<file path="config.mk">
export PLATFORM = sky130hd
export DESIGN_NAME = spi_reg_ctrl
export DESIGN_NICKNAME = d
export VERILOG_FILES = /design/src/rtl/spi_reg_ctrl.sv
export SDC_FILE = /design/constraint.sdc
export NUM_CORES = 1
export LEC_CHECK = 0
export BUFFER_PORTS_ARGS = -buffer_cell sky130_fd_sc_hd__buf_2
export CORE_MARGIN = 10
export CORE_UTILIZATION = 53
export DETAILED_ROUTE_END_ITERATION = 8
export PLACE_DENSITY = 0.83
export SLEW_MARGIN = 30
export SYNTH_ARGS = -nofsm -noshare
export SYNTH_HDL_FRONTEND = slang
export SYNTH_SLANG_ARGS = --single-unit
export TNS_END_PERCENT = 10
</file>
<file path="constraint.sdc">
create_clock -name Clk -period 3.5 [get_ports Clk]
set_input_delay 0.175 -clock Clk [delete_from_list [all_inputs] [get_ports Clk]]
set_output_delay 0.175 -clock Clk [all_outputs]
set_load 0.01 [all_outputs]
</file>
<file path="src/rtl/spi_reg_ctrl.sv">
// spi_reg_ctrl: decodes the SPI_Slave byte stream (command byte, then data/response bytes)
// into register-bus strobes. Define SPI_REG_CTRL_AUTO_INC_EN for burst address auto-increment.
module spi_reg_ctrl #(
    parameter logic [7:0] STATUS_BYTE = 8'hA5,
    parameter logic       RD_FLAG     = 1'b1
) (
    input  logic       Clk,
    input  logic       Rst,
    input  logic [7:0] Recive_Data,
    input  logic       Recive_Data_Valid,
    input  logic       Trans_Start,
    input  logic       Trans_End,
    output logic [7:0] Send_Data,
    output logic       Send_Data_Valid,
    output logic [6:0] Reg_Addr,
    output logic       Reg_Wr_En,
    output logic [7:0] Reg_Wr_Data,
    output logic       Reg_Rd_En,
    input  logic [7:0] Reg_Rd_Data,
    output logic       Busy,
    output logic       Frame_Err
);

`ifdef SPI_REG_CTRL_AUTO_INC_EN
    localparam logic [6:0] ADDR_STEP = 7'd1;
`else
    localparam logic [6:0] ADDR_STEP = 7'd0;
`endif

    typedef enum logic [2:0] {
        IDLE,
        CMD,
        WR_DATA,
        RD_FETCH,
        RD_WAIT,
        RD_DATA
    } state_t;

    state_t     state, state_nxt;
    logic [6:0] addr, addr_nxt;
    logic [7:0] send_data_nxt;
    logic       send_valid_nxt;
    logic [6:0] reg_addr_nxt;
    logic       wr_en_nxt;
    logic [7:0] wr_data_nxt;
    logic       rd_en_nxt;
    logic       frame_err_nxt;

    assign Busy = (state != IDLE);

    // All bus-facing outputs are registered so each strobe lands one cycle after its cause.
    always_ff @(posedge Clk) begin
        if (Rst) begin
            state           <= IDLE;
            addr            <= '0;
            Send_Data       <= '0;
            Send_Data_Valid <= 1'b0;
            Reg_Addr        <= '0;
            Reg_Wr_En       <= 1'b0;
            Reg_Wr_Data     <= '0;
            Reg_Rd_En       <= 1'b0;
            Frame_Err       <= 1'b0;
        end else begin
            state           <= state_nxt;
            addr            <= addr_nxt;
            Send_Data       <= send_data_nxt;
            Send_Data_Valid <= send_valid_nxt;
            Reg_Addr        <= reg_addr_nxt;
            Reg_Wr_En       <= wr_en_nxt;
            Reg_Wr_Data     <= wr_data_nxt;
            Reg_Rd_En       <= rd_en_nxt;
            Frame_Err       <= frame_err_nxt;
        end
    end

    always_comb begin
        state_nxt      = state;
        addr_nxt       = addr;
        send_data_nxt  = Send_Data;
        send_valid_nxt = 1'b0;
        reg_addr_nxt   = Reg_Addr;
        wr_en_nxt      = 1'b0;
        wr_data_nxt    = Reg_Wr_Data;
        rd_en_nxt      = 1'b0;
        frame_err_nxt  = 1'b0;

        if (Trans_Start) begin
            // A new chip-select frame always restarts cleanly, even mid-frame.
            state_nxt      = CMD;
            send_data_nxt  = STATUS_BYTE;
            send_valid_nxt = 1'b1;
        end else begin
            case (state)
                CMD: begin
                    if (Recive_Data_Valid) begin
                        addr_nxt = Recive_Data[6:0];
                        if (Recive_Data[7] == RD_FLAG) begin
                            state_nxt    = RD_FETCH;
                            rd_en_nxt    = 1'b1;
                            reg_addr_nxt = Recive_Data[6:0];
                        end else begin
                            state_nxt = WR_DATA;
                        end
                    end
                end
                WR_DATA: begin
                    if (Recive_Data_Valid) begin
                        wr_en_nxt    = 1'b1;
                        reg_addr_nxt = addr;
                        wr_data_nxt  = Recive_Data;
                        addr_nxt     = addr + ADDR_STEP;
                    end
                end
                RD_FETCH: begin
                    state_nxt = RD_WAIT;
                end
                RD_WAIT: begin
                    state_nxt      = RD_DATA;
                    send_data_nxt  = Reg_Rd_Data;
                    send_valid_nxt = 1'b1;
                end
                RD_DATA: begin
                    if (Recive_Data_Valid) begin
                        state_nxt    = RD_FETCH;
                        addr_nxt     = addr + ADDR_STEP;
                        rd_en_nxt    = 1'b1;
                        reg_addr_nxt = addr + ADDR_STEP;
                    end
                end
                default: begin
                    state_nxt = state;
                end
            endcase

            // Frame end: a same-cycle write still goes out, but any read fetch or load is dropped.
            if (Trans_End && state != IDLE) begin
                frame_err_nxt  = (state == CMD) && !Recive_Data_Valid;
                state_nxt      = IDLE;
                rd_en_nxt      = 1'b0;
                send_valid_nxt = 1'b0;
            end
        end
    end

endmodule

</file>
After elaboration in Yosys (flattened, before gate mapping)
Cells that the tools add are included.
{ "totals": {"word_cells": 62, "out_inout_bits": 28, "register_bits": 37} }
{ "op_classes": {"n_reduce_logical": 18, "eq_ne": 11, "bitwise_logic": 3, "mux": 19} }
{ "ops": {"columns": ["op", "count"], "rows": [
  ["two-way mux 7 bit", 3],
  ["two-way mux 8 bit", 2],
  ["one-hot mux 7 bit (2 select lines)", 1],
  ["one-hot mux 3 bit (4 select lines)", 1],
  ["AND reduction 3 bit", 4],
  ["two-way mux 1 bit", 9],
  ["OR reduction 3 bit", 3],
  ["!= test 4 bit, second input constant", 2],
  ["== test 3 x 2 -> 1 bit, second input constant", 2],
  ["== test 3 bit, second input constant", 2],
  ["two-way mux 3 bit", 2],
  ["!= test 2 bit, second input constant", 3],
  ["nonzero test 3 bit", 2],
  ["nonzero test 6 bit", 1],
  ["AND reduction 5 bit", 1],
  ["nonzero test 4 bit", 1],
  ["OR reduction 2 bit", 2],
  ["== test 3 x 1 -> 1 bit, second input constant", 1],
  ["NOT 1 bit", 3],
  ["logical AND 1 bit", 2],
  ["!= test 2 x 1 -> 1 bit, second input constant", 1],
  ["one-hot mux 1 bit (2 select lines)", 1],
  ["nonzero test 2 bit", 1],
  ["logical NOT 1 bit", 1]
]} }

Depth between registers and ports, before layout
Gate-level depths: netlist of run 1.
{ "depth": {"ltp_word": 5, "depth_mapped": 6, "depth_no_buf": 4} }

Least setup slack after synthesis of run 1
OpenSTA, ideal clock, no wires.
{ "synth_path": {"kind": "register to register", "start": "reg state[2]", "end": "reg Reg_Wr_Data[2]", "period_less_slack_ps": 1513, "arrival_ps": 1386, "path_slack_ps": 1987, "path_buffers": 1, "stages_incl_launch_ff": 6, "setup_time_ps": 128, "path_cell_list": "dfxtp_1 -> or3b_4 -> or3_1 -> buf_4 -> mux2i_1 -> nor2_1"} }
{ "synth_via": {"elab_chain_len": 2} }
{ "synth_lines": {"columns": ["element", "line_no", "text"], "rows": [
  ["start, declared", "39", "state_t state, state_nxt;"],
  ["start signal, assigned", "64", "state <= state_nxt;"],
  ["== test 3 x 2 -> 1 bit", "93", "case (state)"],
  ["AND reduction 3 bit (no source line)", null, null],
  ["end signal, assigned", "70", "Reg_Wr_Data <= wr_data_nxt;"],
  ["end, declared", "17", "output logic [7:0] Reg_Wr_Data,"]
]} }
Every way passes these cells.
A chain may end at the register's enable or synchronous reset.

Worst setup path after layout of run 1
{ "layout_path": {"start": "reg state[1]", "end": "reg Reg_Wr_Data[0]"} }
Same word-level chain as after synthesis.

==> results of run 1 <==
worst max-delay path, stage by stage, from the launching register on:
cell     delay [ns]
dfxtp_1        0.57
or3b_4         0.45
or3_1          0.55
mux2i_1        0.24
nor2_1         0.05
area by class of cell:
cell class / count / area [um2]
fillers: 234 / 938
flip-flops and latches: 37 / 741
multi-input cells: 102 / 706
repair buffers: 48 / 240
clock buffers: 7 / 55.1
well taps: 31 / 38.8
inverters: 4 / 15.0
final timing paths:
| kind | start | end |
|---|---|---|
| max | state[1]$_SDFFE_PP0P_ | Reg_Wr_Data[0]$_SDFFE_PP0P_ |
| min | Reg_Rd_Data[2] | Send_Data[2]$_SDFFE_PP0P_ |
| max reg2reg | state[1]$_SDFFE_PP0P_ | Reg_Wr_Data[0]$_SDFFE_PP0P_ |
| min reg2reg | Reg_Wr_Data[2]$_SDFFE_PP0P_ | Reg_Wr_Data[2]$_SDFFE_PP0P_ |
stage by stage:
step,hold WS [ns],total power [W]
finish,0.0694,0.000732
global route,0.0637,0.000763
CTS,0.0621,0.000738
detailed placement,0.419,0.000517
global placement,0.409,0.000513
floorplan,0.254,0.000488
flip-flops by register name (all words and copies together), names as in the netlist:
register         count
Reg_Wr_Data          8
Send_Data_Valid      1
Frame_Err            1
Send_Data            8
state                3
Reg_Rd_En            1
addr                 7
Reg_Wr_En            1
Reg_Addr             7
where the power goes:
part / internal [W] / switching (W)
registers: 0.000431 / 0.00000704
logic: 0.0000292 / 0.0000398
clock network: 0.0000948 / 0.000130
metal layers:
| metal | up-vias | wire, um | global-route usage (%) |
|---|---|---|---|
| li1 | 626 | - | - |
| met1 | 579 | 1420 | 14.3 |
| met2 | 33 | 1840 | 23.3 |
| met3 | 2 | 288 | 6.59 |
| met4 | 0 | 8 | 4.35 |
| met5 | - | 0 | 0 |
layout by cell type (no fill, tap or decap), types with 3 or more instances in the layout:
| cell | count |
|---|---|
| buf_2 | 48 |
| dfxtp_1 | 37 |
| nor2_1 | 29 |
| mux2i_1 | 26 |
| a211oi_1 | 11 |
| a21oi_1 | 9 |
| nor2b_1 | 5 |
| clkbuf_4 | 5 |
| inv_1 | 4 |
| nor3_1 | 4 |
| or3_1 | 3 |
synth_stat cells, drive strengths merged:
master	instances	share of area (%)
nor2b	5	2.1
a211oi	11	5.5
dfxtp	37	49
and2	1	0.41
o21ai	2	1.2
nor3b	1	0.83
or2	1	0.41
a2111oi	2	1.2
or3b	1	0.75
or4	1	0.50
nand2	1	0.25
clkbuf	5	1.2
a21oi	9	3.0
nand2b	2	1.3
nor2	29	7.2
inv	4	0.99
buf	5	2.0
a22oi	2	0.99
nor3	4	1.3
mux2i	26	17
nor4	1	1.4
or3	3	1.2
cell families (layout without fill, tap and decap cells):
group,Yosys count,count (layout),share of synthesized area [%]
compound gates,26,26,11.8
flops,37,37,49.0
buf+inv,14,59,4.22
mux,26,26,17.2
simple gates,50,50,17.7
==> results summary, run 1 <==
The total number of H-tree levels came out at 2. The initial antenna violation count came out at 0. Entering global routing, the biggest net connects 31 pins.

The worst hold path passes through 3 cells. For this design, the CTS-stage hold fixing added 0 buffers. The startpoint class of the critical path is a flop. The CTS sink count came out at 37. Based on the critical path, the design can be clocked at up to 0.503 GHz.

The first-pass GRT wire length is 5.78 mm. The die boundary height is 73.4 um. The total I/O pin count is 49. The number of distinct library cell variants in the gate-level netlist after synthesis came out at 24. The die outline area is 5380 um2.

0 antenna diodes ended up in the layout. The yosys synthesis warning count is 0. A synthesized cell averages 9.87 um2. Summing all placed instances gives a cell area of 1740 um2.

In the final routed layout, each cell accounts on average for 15.5 um. In this run the tightest slew margin relative to its limit is 38.1%. Setup repair after global routing left no endpoint under its margin. The slew at the pin with the worst max-slew slack came out at 0.924 ns.

The min-delay analysis places its worst path in the category primary input to flop. After synthesis the netlist holds a flip-flop and latch count of 37. The number of nets handed over by synthesis was 174. The number of pins with negative max-slew slack in the final report is 0. The core region is 2730 um2. The average vias per placed instance is 5.41. The post-layout net count is 219. STA classifies the critical path endpoint as a flop. The total overflow reported by the global router came out at 0.

After routing, the total negative slack on setup checks comes to 0 ns. Counting the buffers created by CTS gives 5. The standard-cell row count came out at 19.

The max-cap check violation count came out at 0. The quantity of gates resized following cts came out at 0. The utilization after layout came out at 65.7%.

The number of instances in the synthesized netlist came out at 153. OpenSTA, run right after detailed placement, puts the worst setup slack at 1.52 ns. The total routing resource utilization after global routing came out at 13.6%. The sequential-to-total area share from yosys stat is 49.0%. The total setup violations reported at the end of the flow came out at 0. Clock tree synthesis selected as its root buffer the cell clkbuf_4.

The final worst clock skew is 0.00728 ns. The weighted congestion at the end of routability-driven global placement came out at 0.756. The share of post-route cells with drive strength above 1 came out at 30.8%. The number of global-route vias before repair is 1243. The final routed wirelength across all metal layers is 3.56 mm. For the worst flop-to-flop path, the logic depth is 4. The number of DRC violations after detailed routing came out at 0. Setup slack closes at 1.51 ns. The power per cell area is 408 nW/um2.

The analysis attributes to cell leakage a power of 0.808 nW. The cell total after placement is 222. The final non-filler cell area is 1800 um2. The first routing iteration left 63 violations. TritonCTS built the clock tree. The setup path with the least slack is of type flop to flop. For the finished layout, the period the worst path requires is 1.99 ns. The number of hold violations in the final report came out at 0. Of the available clock period, the critical path in the final layout requires 56.8%.

The longest clock path from root to sink contains 2 buffers. The run finished with clean final reports. The clock reaches the later pin of the worst-skew pair after 0.34 ns. In this run the post-CTS setup repair buffer count came out at 0. In this run the register-to-register setup slack is 1.51 ns.

The largest voltage drop on the vdd net came out at 0.306 mV. The maximum fanout encountered on the critical timing path is 11. The non-filler instance count after layout came out at 229. For this run, the detailed router's first-pass iteration total came to 4. The total vias in the final route came out at 1240. The area growth from synthesis to layout is 18.9%. The post-synth design cell area is 1510 um2. Data on the critical path arrives at its endpoint at 2.20 ns.

The count of buffers added on input and output ports is 48. The worst endpoint required time came out at 3.71 ns. The post-CTS clock slew at the launch and capture registers of the worst setup and hold paths is 0.10 ns.

The count of nets left with antenna violations after detail routing came out at 0. In this run the horizontal extent of the chip is 73.4 um. The half-perimeter wire length after placement came out at 2.78 mm. The starting density of the core came out at 55.2%.
Note: power is estimated with default switching activity, not from simulation.
==> run 2, diff against run 1 <==
Settings changed: CORE_UTILIZATION 53 to 49, PLACE_DENSITY 0.83 to 0.78.
Clock period 3.5 ns to 1.87 ns, I/O delays scaled along.
==> results summary, run 2 (synthesized netlist as in run 1, its figures left out) <==
The setup total negative slack came out at 0 ns. The placed instances occupy a cell area of 1790 um2. The number of buffers inserted by post-CTS setup repair came out at 0.

The largest individual stage delay along the critical path comes from the cell or3_1. The biggest cell delay along the critical path came out at 0.57 ns. The CTS tree is done. After global routing the overflow that remains totals 0. The largest registers in the layout are Reg_Wr_Data (8), Send_Data (8). The combined buffer and inverter count along the critical path came out at 0. The clock insertion delay at the later pin of the skew report came out at 0.33 ns. The final non-filler cell area is 1900 um2. The signal on the critical path passes through or3b_4 -> or3_1 -> mux2i_1 -> nor2_1. The CTS sink count is 37.

The worst-case IR drop observed on VDD is 0.380 mV. The static leakage is 0.859 nW. The number of buffers created by CTS is 5. The maximum fanout encountered on the critical timing path came out at 9.

The pre-antenna-repair detailed-routing pass consisted of 4 iterations. CTS placed an instance of clkbuf_4 at the clock tree root. The number of antenna diodes in the final layout is 0. The number of global-route vias before repair came out at 1279. The final worst-path setup slack came out at 0.0906 ns. The first-pass GRT wire length came out at 6.07 mm.

The worst endpoint data arrival time is 2.00 ns. The maximum clock frequency is 0.562 GHz. The final worst clock skew is 0.0136 ns. For this run, the post-layout net count is 230.

The average vias per placed instance is 5.43. For the pin with the worst max-slew slack, the measured transition is 0.543 ns. The final hold slack came out at 0.00972 ns.

The max-cap check violation count is 0. The initial antenna violation count is 0. The run finished with clean final reports. The number of hold violations in the final report came to 0. STA puts the critical path data required time at 2.09 ns.

The non-filler instance count after layout is 242. Entering global routing, the biggest net connects 30 pins. The half-perimeter wire length after placement came out at 2.93 mm. The number of pins with negative max-slew slack in the final report came out at 0.

The number of DRC violations after detailed routing came out at 0. The post-CTS clock slew at the launch and capture registers of the worst setup and hold paths is 0.11 ns. The die outline area is 5700 um2. STA classifies the critical path startpoint as a flop. The standard-cell row count is 20. The cell total after placement came out at 230. For this design the top-level I/O count stands at 49. The power per cell area came out at 735 nW/um2. The clock passes through at most 2 buffers. The total setup violations reported at the end of the flow came out at 0. The count of nets left with antenna violations after detail routing is 0.

The standard cell core area is 3000 um2. The width of the die is 75.5 um. The quantity of gates resized following cts is 0. The total vias in the final route is 1314.

The relative slew slack came out at 63.8%. In the global route stage, overall resource usage came out at 13.9%. The library cell used most frequently in the layout, excluding fill and tap cells, is buf_2.

The minimum clock period is 1.78 ns. The starting density of the core is 50.3%. The post-cts hold buffer count is 4. Dividing the final minimum period by the clock period gives 95.2%.

The min-delay analysis places its worst path in the category primary input to flop. The count of buffers added on input and output ports is 48. After detailed routing, the average wire length per cell comes to 15.9 um. Timing analysis after detailed placement gives a worst setup slack of 0.115 ns. In this run the vertical extent of the chip is 75.5 um.

Routability-driven placement finished with a final weighted congestion of 0.921. Setup repair after global routing left no endpoint under its margin. The share of post-route cells with drive strength above 1 is 32.5%. The top cell family by delay on the critical path is simple AND/OR/NAND/NOR gates. Leaving out fill and tap cells, the most frequent cells in the layout are 48 x buf_2, 37 x dfxtp_1, 29 x nor2_1, 26 x mux2i_1, 11 x a211oi_1.

STA classifies the critical path endpoint as a flop. The starting DRC count in detailed routing is 78. The area growth from synthesis to final layout came out at 25.6%.

The final routed wirelength across all metal layers came out at 3.85 mm. The total number of H-tree levels is 2. The critical path class is flop to flop.
==> run 2: cell type report <==
class	count	area (um2)
Clock buffer	6	51.3
Clock inverter	1	7.51
Fill cell	262	1110
Inverter	4	15.0
Multi-Input combinational cell	102	706
Sequential cell	37	741
Tap cell	33	41.3
Timing Repair Buffer	59	335
==> run 2: power breakdown <==
| group | total (W) | internal, W | switching [W] |
|---|---|---|---|
| logic | 0.000151 | 0.0000671 | 0.0000842 |
| clock network | 0.000428 | 0.000176 | 0.000252 |
| registers | 0.000814 | 0.000806 | 0.00000832 |
==> run 2: path summary, 6_finish.rpt <==
path	start	slack, ns	cells after the start	endpoint
max	state[2]$_SDFFE_PP0P_	0.09	4	Reg_Wr_Data[5]$_SDFFE_PP0P_
min	Reg_Rd_Data[4]	0.01	3	Send_Data[4]$_SDFFE_PP0P_
max reg2reg	state[2]$_SDFFE_PP0P_	0.09	4	Reg_Wr_Data[5]$_SDFFE_PP0P_
min reg2reg	Reg_Wr_Data[1]$_SDFFE_PP0P_	0.51	2	Reg_Wr_Data[1]$_SDFFE_PP0P_
==> run 2: worst register-to-register path, stage by stage, from the launching register on <==
cell	delay [ns]
dfxtp_1	0.38
or3b_4	0.43
or3_1	0.57
mux2i_1	0.25
nor2_1	0.06
==> run 2: metrics by stage <==
stage                     total power [W]  util [%]
after floorplan                  0.000913         -
after global placement           0.000968      59.5
after detailed placement         0.000976      59.5
after CTS                         0.00140      62.8
after global routing              0.00146      63.2
final                             0.00139      63.2
==> run 2: metal layers <==
metal  vias to the layer above  share of wire, %  global-route usage (%)
li1                        643                 -                       -
met1                       630                38                    14.7
met2                        31                53                    24.3
met3                        10               6.8                    4.69
met4                         0               1.9                    6.19
met5                         -                 0                       0
